[src/rtl/vga_pkg.sv]
// Shared VGA constants, move-controller state encoding and button bit positions.
package vga_pkg;
  localparam int H_VALID = 640;
  localparam int V_VALID = 480;

  typedef enum logic [1:0] {
    IDLE = 2'd0,
    SLOW = 2'd1,
    FAST = 2'd2
  } move_state_e;

  localparam int BTN_UP    = 3;
  localparam int BTN_DOWN  = 2;
  localparam int BTN_LEFT  = 1;
  localparam int BTN_RIGHT = 0;
endpackage

[src/rtl/btn_debounce.sv]
// 2-FF synchronizer plus consecutive-disagreement counter for one raw button.
module btn_debounce #(
  parameter int DEB_CYCLES = 20
) (
  input  logic sys_clk,
  input  logic sys_rst_n,
  input  logic btn_raw,
  output logic btn_db
);
  localparam int CW = (DEB_CYCLES > 2) ? $clog2(DEB_CYCLES) : 1;

  logic          sync1, sync2;
  logic [CW-1:0] cnt;

  always_ff @(posedge sys_clk or negedge sys_rst_n) begin
    if (!sys_rst_n) begin
      sync1  <= 1'b0;
      sync2  <= 1'b0;
      cnt    <= '0;
      btn_db <= 1'b0;
    end else begin
      sync1 <= btn_raw;
      sync2 <= sync1;
      // Any agreeing cycle restarts the count, so short glitches never flip btn_db.
      if (sync2 == btn_db) begin
        cnt <= '0;
      end else if (cnt == CW'(DEB_CYCLES - 1)) begin
        btn_db <= ~btn_db;
        cnt    <= '0;
      end else begin
        cnt <= cnt + 1'b1;
      end
    end
  end
endmodule

[src/rtl/vga_move_ctrl.sv]
// Debounced button-driven object mover: one clamped position update per vsync
// rising edge, with SLOW/FAST acceleration after a sustained hold.
module vga_move_ctrl #(
  parameter int DEB_CYCLES   = 20,
  parameter int H_VALID      = vga_pkg::H_VALID,
  parameter int V_VALID      = vga_pkg::V_VALID,
  parameter int OBJ_SIZE     = 16,
  parameter int STEP         = 2,
  parameter int ACCEL_FRAMES = 8,
  parameter int X_INIT       = 312,
  parameter int Y_INIT       = 232
) (
  input  logic       sys_clk,
  input  logic       sys_rst_n,
  input  logic       up,
  input  logic       down,
  input  logic       left,
  input  logic       right,
  input  logic       vsync,
  output logic [9:0] obj_x,
  output logic [9:0] obj_y,
  output logic [3:0] btn_db,
  output logic       frame_tick,
  output logic       edge_hit,
  output logic       fast
);
  import vga_pkg::*;

  localparam int                 HW    = $clog2(ACCEL_FRAMES + 1);
  localparam logic signed [10:0] X_MAX = 11'(H_VALID - OBJ_SIZE);
  localparam logic signed [10:0] Y_MAX = 11'(V_VALID - OBJ_SIZE);

  logic [3:0] btn_raw;
  assign btn_raw = {up, down, left, right};

  for (genvar g = 0; g < 4; g++) begin : g_deb
    btn_debounce #(.DEB_CYCLES(DEB_CYCLES)) u_deb (
      .sys_clk   (sys_clk),
      .sys_rst_n (sys_rst_n),
      .btn_raw   (btn_raw[g]),
      .btn_db    (btn_db[g])
    );
  end

  logic vs_s1, vs_s2, vs_s2_d;

  always_ff @(posedge sys_clk or negedge sys_rst_n) begin
    if (!sys_rst_n) begin
      vs_s1      <= 1'b0;
      vs_s2      <= 1'b0;
      vs_s2_d    <= 1'b0;
      frame_tick <= 1'b0;
    end else begin
      vs_s1      <= vsync;
      vs_s2      <= vs_s1;
      vs_s2_d    <= vs_s2;
      frame_tick <= vs_s2 & ~vs_s2_d;
    end
  end

  move_state_e       state;
  logic [HW-1:0]     hold_cnt;
  logic              mv_r, mv_l, mv_d, mv_u, moving;
  logic signed [10:0] step_s, dx_off, dy_off, nx_raw, ny_raw;
  logic [9:0]        nx, ny;
  logic              hit_x, hit_y;

  // Opposing presses cancel on each axis.
  assign mv_r   = btn_db[BTN_RIGHT] & ~btn_db[BTN_LEFT];
  assign mv_l   = btn_db[BTN_LEFT]  & ~btn_db[BTN_RIGHT];
  assign mv_d   = btn_db[BTN_DOWN]  & ~btn_db[BTN_UP];
  assign mv_u   = btn_db[BTN_UP]    & ~btn_db[BTN_DOWN];
  assign moving = mv_r | mv_l | mv_d | mv_u;

  assign step_s = (state == FAST) ? 11'(2 * STEP) : 11'(STEP);
  assign dx_off = mv_r ? step_s : (mv_l ? -step_s : 11'sd0);
  assign dy_off = mv_d ? step_s : (mv_u ? -step_s : 11'sd0);
  assign nx_raw = $signed({1'b0, obj_x}) + dx_off;
  assign ny_raw = $signed({1'b0, obj_y}) + dy_off;

  always_comb begin
    nx    = nx_raw[9:0];
    hit_x = 1'b0;
    if (nx_raw < 0) begin
      nx    = '0;
      hit_x = 1'b1;
    end else if (nx_raw > X_MAX) begin
      nx    = X_MAX[9:0];
      hit_x = 1'b1;
    end
  end

  always_comb begin
    ny    = ny_raw[9:0];
    hit_y = 1'b0;
    if (ny_raw < 0) begin
      ny    = '0;
      hit_y = 1'b1;
    end else if (ny_raw > Y_MAX) begin
      ny    = Y_MAX[9:0];
      hit_y = 1'b1;
    end
  end

  always_ff @(posedge sys_clk or negedge sys_rst_n) begin
    if (!sys_rst_n) begin
      state    <= IDLE;
      hold_cnt <= '0;
      obj_x    <= 10'(X_INIT);
      obj_y    <= 10'(Y_INIT);
      edge_hit <= 1'b0;
    end else begin
      edge_hit <= 1'b0;
      if (frame_tick) begin
        obj_x    <= nx;
        obj_y    <= ny;
        edge_hit <= hit_x | hit_y;
        case (state)
          IDLE: if (moving) begin
            state    <= SLOW;
            hold_cnt <= HW'(1);
          end
          SLOW: if (!moving) begin
            state    <= IDLE;
            hold_cnt <= '0;
          end else begin
            if (int'(hold_cnt) < ACCEL_FRAMES) hold_cnt <= hold_cnt + 1'b1;
            // Step doubles from the next frame onward; this update used the SLOW step.
            if (int'(hold_cnt) + 1 >= ACCEL_FRAMES) state <= FAST;
          end
          FAST: if (!moving) begin
            state    <= IDLE;
            hold_cnt <= '0;
          end
          default: begin
            state    <= IDLE;
            hold_cnt <= '0;
          end
        endcase
      end
    end
  end

  assign fast = (state == FAST);
endmodule

[config.mk]
export PLATFORM = sky130hd
export DESIGN_NAME = vga_move_ctrl
export DESIGN_NICKNAME = d
export VERILOG_FILES = /design/src/rtl/vga_pkg.sv /design/src/rtl/btn_debounce.sv /design/src/rtl/vga_move_ctrl.sv
export SDC_FILE = /design/constraint.sdc
export NUM_CORES = 1
export LEC_CHECK = 0
export CORE_ASPECT_RATIO = 2
export CORE_MARGIN = 4
export CORE_UTILIZATION = 57
export DETAILED_ROUTE_END_ITERATION = 6
export PLACE_DENSITY = 0.85
export SLEW_MARGIN = 10
export SYNTH_ARGS = -nofsm -noshare
export SYNTH_HDL_FRONTEND = slang
export SYNTH_SLANG_ARGS = --single-unit
[constraint.sdc]
create_clock -name sys_clk -period 3 [get_ports sys_clk]
set_clock_uncertainty 0.05 [all_clocks]
set_input_delay 0.6 -clock sys_clk [delete_from_list [all_inputs] [get_ports sys_clk]]
set_output_delay 0.6 -clock sys_clk [all_outputs]
set_load 0.01 [all_outputs]
# == Word level (Yosys, flattened, before mapping) ==
# Cells that the tools add are included.
# totals
regBits,63
word_cells,111
# op_classes
addsub,9
order_cmp,6
eq_ne,14
mux,32
n_bitwise,18
n_reduce_logical,7
# op_table
op,count
11-bit two-way mux,4
10-bit two-way mux,4
5-bit two-way mux,8
11-bit adder,2
11-bit by 1-bit less-than comparator with 1-bit output (second input constant),2
5-bit by 1-bit adder with 5-bit output (second input constant),4
5-bit == test (second input constant),4
4-bit two-way mux,4
4-bit case mux with 3 select lines,1
11-bit by 10-bit greater-than comparator with 1-bit output (second input constant),1
11-bit greater-than comparator (second input constant),1
3-bit negation with 11-bit output,1
1-bit NOT,9
2-bit two-way mux,4
2-bit AND reduction,4
4-bit AND reduction,2
3-bit != test (second input constant),2
2-bit case mux with 3 select lines,1
4-bit by 1-bit adder with 5-bit output (second input constant),1
1-bit AND,5
5-bit by 4-bit >= comparator with 1-bit output (second input constant),1
1-bit two-way mux,5
4-bit by 1-bit adder with 4-bit output (second input constant),1
1-bit == test,4
7 further kinds,11

# == Logic depth before layout (Yosys ltp) ==
# Gate-level depths: netlist of run 1.
# depth
ltp_word,11
depth_mapped,12
mapped_depth_nobuf,12

# == Cells and area by module ==
# A second synthesis of run 1 with hierarchy kept.
# hier_totals
cells_unflattened,351
hier_area_um2,3692.3
# by_module_without_submodules
mod,instances,cells_per_inst,area_per_inst_um2,seq_area_each_um2
vga_move_ctrl,1,255,2401.1,735.7
btn_debounce,4,24,322.8,200.2

# == Least setup slack after synthesis of run 1 ==
# No wires, ideal clock.
# synth_timing
kind,register -> register
start,register state[0]
end,register edge_hit
t_arrival_ns,2.653
required_ns,2.798
setup_slack_ns,0.145
path_stages_with_launch,12
path_buffers,1
synth_period_minus_slack_ns,2.855
path_cell_list,dfrtp_1 -> clkbuf_1 -> nor2b_1 -> nor2_1 -> ha_1 -> fa_1 -> nand3_2 -> a21oi_2 -> mux2i_1 -> or4_4 -> o21ai_2 -> a41oi_1
# synth_between
elab_chain_cells,11
elab_cells_between_ends,19
classes_between,3 x add/sub; 4 x order compare; 1 x eq/ne; 10 x mux; 1 x bitwise
# synth_rtl
item,line,rtl
from (decl),vga_move_ctrl.sv:61,move_state_e state;
2-bit == test (*),n/a,
via fast,vga_move_ctrl.sv:25,output logic fast
3-bit two-way mux (*),vga_move_ctrl.sv:75,assign step_s = (state == FAST) ? 11'(2 * STEP) : 11'(STEP);
3-bit negation with 11-bit output,"vga_move_ctrl.sv:76, vga_move_ctrl.sv:77",
"11-bit two-way mux, on equally long branches (2 in a row)","vga_move_ctrl.sv:76, vga_move_ctrl.sv:77",
"11-bit adder, on equally long branches","vga_move_ctrl.sv:78, vga_move_ctrl.sv:79",
11-bit greater-than comparator / 11-bit by 10-bit greater-than comparator with 1-bit output (equally long branches),"vga_move_ctrl.sv:87, vga_move_ctrl.sv:99",
"1-bit two-way mux, on equally long branches","vga_move_ctrl.sv:87, vga_move_ctrl.sv:99",
"1-bit two-way mux, on equally long branches","vga_move_ctrl.sv:84, vga_move_ctrl.sv:96",
1-bit bitwise OR (*),vga_move_ctrl.sv:117,edge_hit <= hit_x | hit_y;
1-bit two-way mux (*),vga_move_ctrl.sv:114,if (frame_tick) begin
to (signal assigned),vga_move_ctrl.sv:117,
to (decl),vga_move_ctrl.sv:24,"output logic edge_hit,"
# Mark *: on every way through the listed nets, which the timed path passes. The rest lies on a longest branch.
# A chain may end at the register's enable or synchronous reset.

# == Worst setup path in the final report of run 1 ==
# layout_timing
start,register g_deb[2].u_deb.btn_db
end,register obj_y[5]
# layout_between
elab_chain_cells,8
elab_cells_between_ends,10
classes_between,1 x add/sub; 2 x order compare; 4 x mux; 3 x bitwise
# layout_rtl
item,line,rtl
from (decl),btn_debounce.sv:8,output logic btn_db
from (signal assigned),btn_debounce.sv:28,btn_db <= ~btn_db;
1-bit NOT,vga_move_ctrl.sv:72,assign mv_u = btn_db[BTN_UP] & ~btn_db[BTN_DOWN];
1-bit AND,vga_move_ctrl.sv:72,
11-bit two-way mux,vga_move_ctrl.sv:77,assign dy_off = mv_d ? step_s : (mv_u ? -step_s : 11'sd0);
11-bit two-way mux (*),vga_move_ctrl.sv:77,
11-bit adder (*),vga_move_ctrl.sv:79,"assign ny_raw = $signed({1'b0, obj_y}) + dy_off;"
11-bit by 10-bit greater-than comparator with 1-bit output,vga_move_ctrl.sv:99,end else if (ny_raw > Y_MAX) begin
10-bit two-way mux,vga_move_ctrl.sv:99,
10-bit two-way mux (*),vga_move_ctrl.sv:96,if (ny_raw < 0) begin
to (signal assigned),vga_move_ctrl.sv:110,obj_y <= 10'(Y_INIT);
to (signal assigned),vga_move_ctrl.sv:116,obj_y <= ny;
to (decl),vga_move_ctrl.sv:21,"output logic [9:0] obj_y,"
# Every way passes the cells marked *; elsewhere a longest branch is shown, timed or not.

==> results.cfg, run 1 <==
[status]
status = completed

[logic_synthesis]
synth_flop_cell = dfrtp_1
syn_inst = 365
synth_cell_types = 74
synth_seq_cells = 61
ys_warn_count = 0
syn-mean-instance-area_um2 = 10.1
synth_top_area_cell = dfrtp_1
synth_area_leaders = dfrtp_1, ha_1, dfstp_2
synth-async-reset-ratio_pct = 100
seq_area_frac_synth_pct = 41.9
synth_area_um2 = 3670
synth_top_area_share_pct = 36.2
synth-edff-count = 0

[power_and_ir_drop]
p_comb_share_pct = 9.6
total_power_w = 0.00211
p_leak_nw = 2.08
pwr-share-seq_pct = 42.2
power_density_nw_per_um2 = 475
switchingPower_w = 0.000474
internal-power_w = 0.00164
p_clk_share_pct = 48.2
peakVddDrop_v = 0.000478
switching_share_pct = 22.5

[finish]
fin_nets = 441
post-route-cell-area_um2 = 4450
layout_common_cells = dfrtp_1, nor2_1, clkdlybuf4s50_1
layout-drive-gt1-share_pct = 16.6
regArea_um2 = 1540
area_growth_syn_to_layout_pct = 21.2
antenna_cells = 0
multi_input_area_um2 = 2030
n_fill_cell = 473
layout_commonest_cell = dfrtp_1

[clocking]
numCtsBuffers = 9
cts_buffer_depth = 2
cts_tree = yes
clk_pin_slew_ns = 0.05
root_buffer = clkbuf_16
clkLatencyLatePin_ns = 0.33
clkSinkCount = 61
h-tree-depth = 3

[floorplanning]
row_count = 41
ios = 34
initial_utilization_pct = 58.1
die-area_um2 = 7860
fp.dieW_um = 64.7
core_area_um2 = 6310
die_y_um = 121

[sta]
period_minus_slack_ns = 2.89
worstMarginPinSlew_ns = 0.670
timing.hold.ws_ns = 0.259
setup_violations = 0
fin_ws_ns = 0.111
fmax_mhz = 346
hold_violations = 0
slew_viol_final = 0
finalCritPeriodShare_pct = 96.3
slew_headroom_pct = 55.3

[grt]
grt.busiest_layer = met2
grt_max_degree = 33
grtUsageTotal_pct = 21.8
first_global_vias = 2939
gr-usage-met3_pct = 5.10
grt_pass1_wl_um = 13100
antenna_found_initial = 0
met1_usage_pct = 22.6
grt_remaining_overflow = 0
grt_util_met2_pct = 36.7

[critical_path]
critical_path_arrival_ns = 3.07
worstPathRequired_ns = 3.18
crit_type = reg2reg
path_buf_inv = 1
crit_family = compound AO/OA/AOI/OAI gates
cp_max_fo = 8
start_kind = register
cp_cell_sequence = nand2b_1 > inv_2 > ha_1 > a21o_1 > a2111oi_2 > a21oi_2 > xnor2_2 > o311ai_4 > o2bb2ai_1
end_kind = register
max_stage_delay_ns = 0.47
cp_slowest_cell = a2111oi_2

[job]
max_cap_viol_count = 0

[placed_design]
dp_hpwl_um = 5800
dpl-instance-area_um2 = 4070
globalplace.congestion = 0.962
pre_cts_ws_ns = -0.0233
io_buffers = 31

[routing]
drt-initial-drc-count = 174
via_per_inst = 5.92
drc = 0
antenna_left = 0
wl_per_cell_um = 15.9
drtPass1Iterations = 4
via_count = 2932
wl_um = 7870

[worst_hold_path]
min_path_type = in2async
state kept, by name, summed over array words and instances, names as in the netlist:
name                cells
edge_hit                1
frame_tick              1
g_deb.u_deb.btn_db      4
g_deb.u_deb.cnt        20
g_deb.u_deb.sync1       4
g_deb.u_deb.sync2       4
hold_cnt                4
obj_x                   9
obj_y                   9
state                   2
vs_s1                   1
vs_s2                   1
vs_s2_d                 1
through the flow:
step           setup TNS, ns  cells  utilization (%)
3_5_place_dp         -0.0233    480             64.5
2_1_floorplan              0    366                -
6_report                   0    495             70.5
5_1_grt               -0.365    495             70.5
3_3_place_gp               0    480             64.5
4_1_cts                    0    495             69.3
path summary, 6_finish.rpt:
check,startpoint,end,slack [ns],cells past startpoint
min reg2reg,g_deb[1].u_deb.sync1$_DFF_PN0_,g_deb[1].u_deb.sync2$_DFF_PN0_,0.29,0
max,g_deb[2].u_deb.btn_db$_DFFE_PN0P_,obj_y[5]$_DFFE_PN1P_,0.11,9
min,sys_rst_n,g_deb[3].u_deb.cnt[4]$_DFF_PN0_,0.26,1
min in group sys_clk,g_deb[1].u_deb.sync1$_DFF_PN0_,g_deb[1].u_deb.sync2$_DFF_PN0_,0.29,0
max reg2reg,g_deb[2].u_deb.btn_db$_DFFE_PN0P_,obj_y[5]$_DFFE_PN1P_,0.11,9
max in group asynchronous,sys_rst_n,obj_x[8]$_DFFE_PN1P_,1.97,2
metal layers:
layer,up-vias,share of wire [%]
met5,-,0
met4,0,6.5
met3,44,4.0
met2,98,53
met1,1406,36
li1,1384,-
final cells by class:
cell class,instances,share of cell area (%)
multi-input cells,273,45.7
inverters,18,1.52
well taps,86,2.42
repair buffers,42,9.01
clock buffers,11,5.69
flip-flops and latches,61,34.6
clock inverters,4,1.07
synth_stat cells (2+ instances only):
| cell type | instances |
|---|---|
| a21oi_1 | 17 |
| a21oi_2 | 3 |
| a221oi_1 | 3 |
| a2bb2oi_1 | 2 |
| a31o_1 | 3 |
| a31oi_1 | 2 |
| a32o_1 | 3 |
| a41o_1 | 2 |
| and2_1 | 7 |
| and3_1 | 2 |
| buf_4 | 6 |
| buf_6 | 3 |
| clkbuf_1 | 3 |
| dfrtp_1 | 53 |
| dfstp_2 | 8 |
| fa_1 | 2 |
| ha_1 | 27 |
| inv_1 | 18 |
| mux2_2 | 5 |
| nand2_1 | 24 |
| nand2b_1 | 5 |
| nand3_1 | 16 |
| nor2_1 | 34 |
| nor2b_1 | 9 |
| nor3_1 | 7 |
| o211ai_1 | 3 |
| o21ai_0 | 9 |
| o21ai_1 | 4 |
| o21bai_1 | 2 |
| o22a_1 | 2 |
| o2bb2ai_1 | 4 |
| o31ai_1 | 6 |
| o32ai_1 | 2 |
| xnor2_1 | 14 |
| xor2_1 | 16 |
power by group through the flow:
stage                     combinational, W  sequential, W  clock [W]
after floorplan                   0.000122       0.000903          0
after global placement            0.000191       0.000902          0
after detailed placement          0.000196       0.000903          0
after CTS                         0.000198       0.000890    0.00104
after global routing              0.000226       0.000895    0.00108
final                             0.000203       0.000890    0.00102
cells by family (layout without fill, tap and decap cells):
family                     count (synthesis)  after routing  synth area share (%)
muxes                                      6              6                  1.81
adders and majority gates                 29             29                  10.3
other                                      1              2                 0.102
and+or+nand+nor                          119            119                  16.2
buffers and inverters                     32             75                  4.81
DFF                                       61             61                  41.9
xor gates and xnor gates                  31             31                  7.61
AOI/OAI and AO/OA                         86             86                  17.3
timing repair:
action                                  CTS  global route
pin swaps                                 0             2
setup buffers                             0             0
gates resized for setup                   1            17
hold endpoints to repair                  0             0
hold buffers                              0             0
endpoints found under the setup margin    2            17
gates cloned                              0             0
Note: power is estimated with default switching activity, not from simulation.
==> inputs of run 2 (changes only) <==
Settings changed: CTS_CLUSTER_DIAMETER set to 120.
==> results of run 2 <==
Final layout, timing and power as in run 1 (identical DEF).
==> inputs of run 3 (changes only) <==
--- a/config.mk
+++ b/config.mk
@@ -8,3 +8,2 @@
 export CORE_ASPECT_RATIO = 2
-export CORE_MARGIN = 4
 export CORE_UTILIZATION = 57
@@ -12,2 +11,3 @@
 export DETAILED_ROUTE_END_ITERATION = 6
+export GPL_ROUTABILITY_DRIVEN = 0
 export PLACE_DENSITY = 0.85
==> constraint.sdc (replaced) <==
create_clock -name sys_clk -period 3 [get_ports sys_clk]
set_clock_uncertainty 0.05 [all_clocks]
set_input_delay 0.3 -clock sys_clk [delete_from_list [all_inputs] [get_ports sys_clk]]
set_output_delay 0.3 -clock sys_clk [all_outputs]
set_load 0.01 [all_outputs]
==> results.cfg, run 3 (synthesis results as in run 1) <==
[status]
status = completed

[finish]
layout_commonest_cell = dfrtp_1
antenna_cells = 0
layout_common_cells = dfrtp_1, nor2_1, clkdlybuf4s50_1
reg_top3 = g_deb.u_deb.cnt x20, obj_x x9, obj_y x9
largest_register = g_deb.u_deb.cnt
fin_nets = 445
post-route-cell-area_um2 = 4430
largest_reg_flops = 20
layout-drive-gt1-share_pct = 15.7
area_growth_syn_to_layout_pct = 20.7

[placed_design]
dp_hpwl_um = 5670
dpl-instance-area_um2 = 4070
io_buffers = 31
pre_cts_ws_ns = 0.0543

[grt]
grt_remaining_overflow = 0
first_global_vias = 2976
grt_pass1_wl_um = 12700
grt_max_degree = 34
grtUsageTotal_pct = 25.0
antenna_found_initial = 0

[floorplanning]
die-area_um2 = 6780
core_area_um2 = 6260
die_y_um = 115
ios = 34
row_count = 41
fp.dieW_um = 58.7
initial_utilization_pct = 58.6

[clocking]
cts_tree = yes
clkLatencyLatePin_ns = 0.33
cts_buffer_depth = 2
root_buffer = clkbuf_16
clkSinkCount = 61
clk_pin_slew_ns = 0.05
h-tree-depth = 3
numCtsBuffers = 9

[sta]
finalCritPeriodShare_pct = 95.9
worstMarginPinSlew_ns = 0.686
hold_violations = 0
timing.hold.ws_ns = 0.293
rsz0062_at_grt = true
setup_violations = 0
fmax_mhz = 347
period_minus_slack_ns = 2.88
slew_viol_final = 0
slew_headroom_pct = 54.3
fin_ws_ns = 0.122

[power_and_ir_drop]
switching_share_pct = 22.8
internal-power_w = 0.00161
power_density_nw_per_um2 = 471
p_clk_share_pct = 47.8
peakVddDrop_v = 0.000491
switchingPower_w = 0.000476
p_comb_share_pct = 9.5
pwr-share-seq_pct = 42.7
p_leak_nw = 2.05

[critical_path]
worstPathRequired_ns = 3.13
cp_cell_sequence = inv_1 > ha_1 > mux2_2 > fa_1 > nand3_2 > a21oi_2 > mux2i_1 > or4_4 > o21ai_4 > a41oi_1
start_kind = register
cp_slowest_cell = or4_4
cp_max_fo = 7
critical_path_arrival_ns = 3.00
crit_type = reg2reg
end_kind = register
max_stage_delay_ns = 0.57

[routing]
drtPass1Iterations = 4
via_count = 2930
wl_per_cell_um = 15.6
wl_um = 7780
drc = 0
antenna_left = 0
via_per_inst = 5.86
drt-initial-drc-count = 124

[job]
max_cap_viol_count = 0

[worst_hold_path]
min_path_type = reg2reg
==> run 3: changes by cell type in the layout (fill, tap and decap cells not counted), sizes merged <==
cell | before | now
buf | 12 | 15
clkinv | 2 | 4
clkinvlp | 1 | 0
dlygate4sd3 | 0 | 1
==> run 3: power by group through the flow <==
stage	Combinational, W	Sequential [W]	Clock, W
3_5_place_dp	0.000193	0.000903	0
5_1_grt	0.000221	0.000893	0.00105
4_1_cts	0.000196	0.000890	0.00102
6_report	0.000199	0.000890	0.000998
2_1_floorplan	0.000122	0.000903	0
3_3_place_gp	0.000189	0.000901	0
==> run 3: worst max-delay path: cells and delay by family (launching register included) <==
kind	cells	cell delay (ns)
DFF	1	0.44
muxes	2	0.49
buffers and inverters	1	0.06
AOI/OAI and AO/OA	3	0.36
and+or+nand+nor	2	0.69
adders and majority gates	2	0.63
==> run 3: timing repair <==
item	CTS	global route
hold endpoints to repair	27	0
hold buffers	1	0
resized for setup	0	9
buffers inserted	0	2
setup endpoints to repair	0	13
==> run 3: layout make-up <==
cell class                 instances  area, um^2
clock buffer                      11         243
clock inverter                     5        50.0
fill                             468        1830
inverter                          18        67.6
multi-input combinational        273        2000
sequential                        61        1540
tap                               86         108
timing repair buffer              46         420
==> run 3: stage by stage <==
step | power (W) | std cells | setup TNS (ns) | util [%]
floorplan | 0.00103 | 366 | 0 | -
finish | 0.00209 | 500 | 0 | 70.8
global placement | 0.00109 | 481 | 0 | 65.0
global route | 0.00217 | 500 | -0.0240 | 70.8
detailed placement | 0.00110 | 481 | 0 | 65.0
CTS | 0.00211 | 498 | 0 | 69.8
==> run 3: path summary, 6_finish.rpt <==
check	startpoint	endpoint	slack, ns	cells after the start
min reg2reg	g_deb[1].u_deb.sync1$_DFF_PN0_	g_deb[1].u_deb.sync2$_DFF_PN0_	0.29	0
min in group asynchronous	sys_rst_n	g_deb[3].u_deb.cnt[0]$_DFF_PN0_	0.51	2
max in group asynchronous	sys_rst_n	obj_y[7]$_DFFE_PN1P_	1.63	3
max	g_deb[1].u_deb.btn_db$_DFFE_PN0P_	edge_hit$_DFF_PN0_	0.12	10
max reg2reg	g_deb[1].u_deb.btn_db$_DFFE_PN0P_	edge_hit$_DFF_PN0_	0.12	10
min	g_deb[1].u_deb.sync1$_DFF_PN0_	g_deb[1].u_deb.sync2$_DFF_PN0_	0.29	0
==> run 3: metal layers <==
metal  share of wire, %  routed length [um]  vias to the layer above  GRT usage [%]
met5                  0                   0                        -              0
met1                 36                2800                     1412           23.9
met3                3.6                 278                       40           6.14
li1                   -                   -                     1384              -
met2                 55                4270                       94           44.6
met4                5.5                 424                        0           18.1
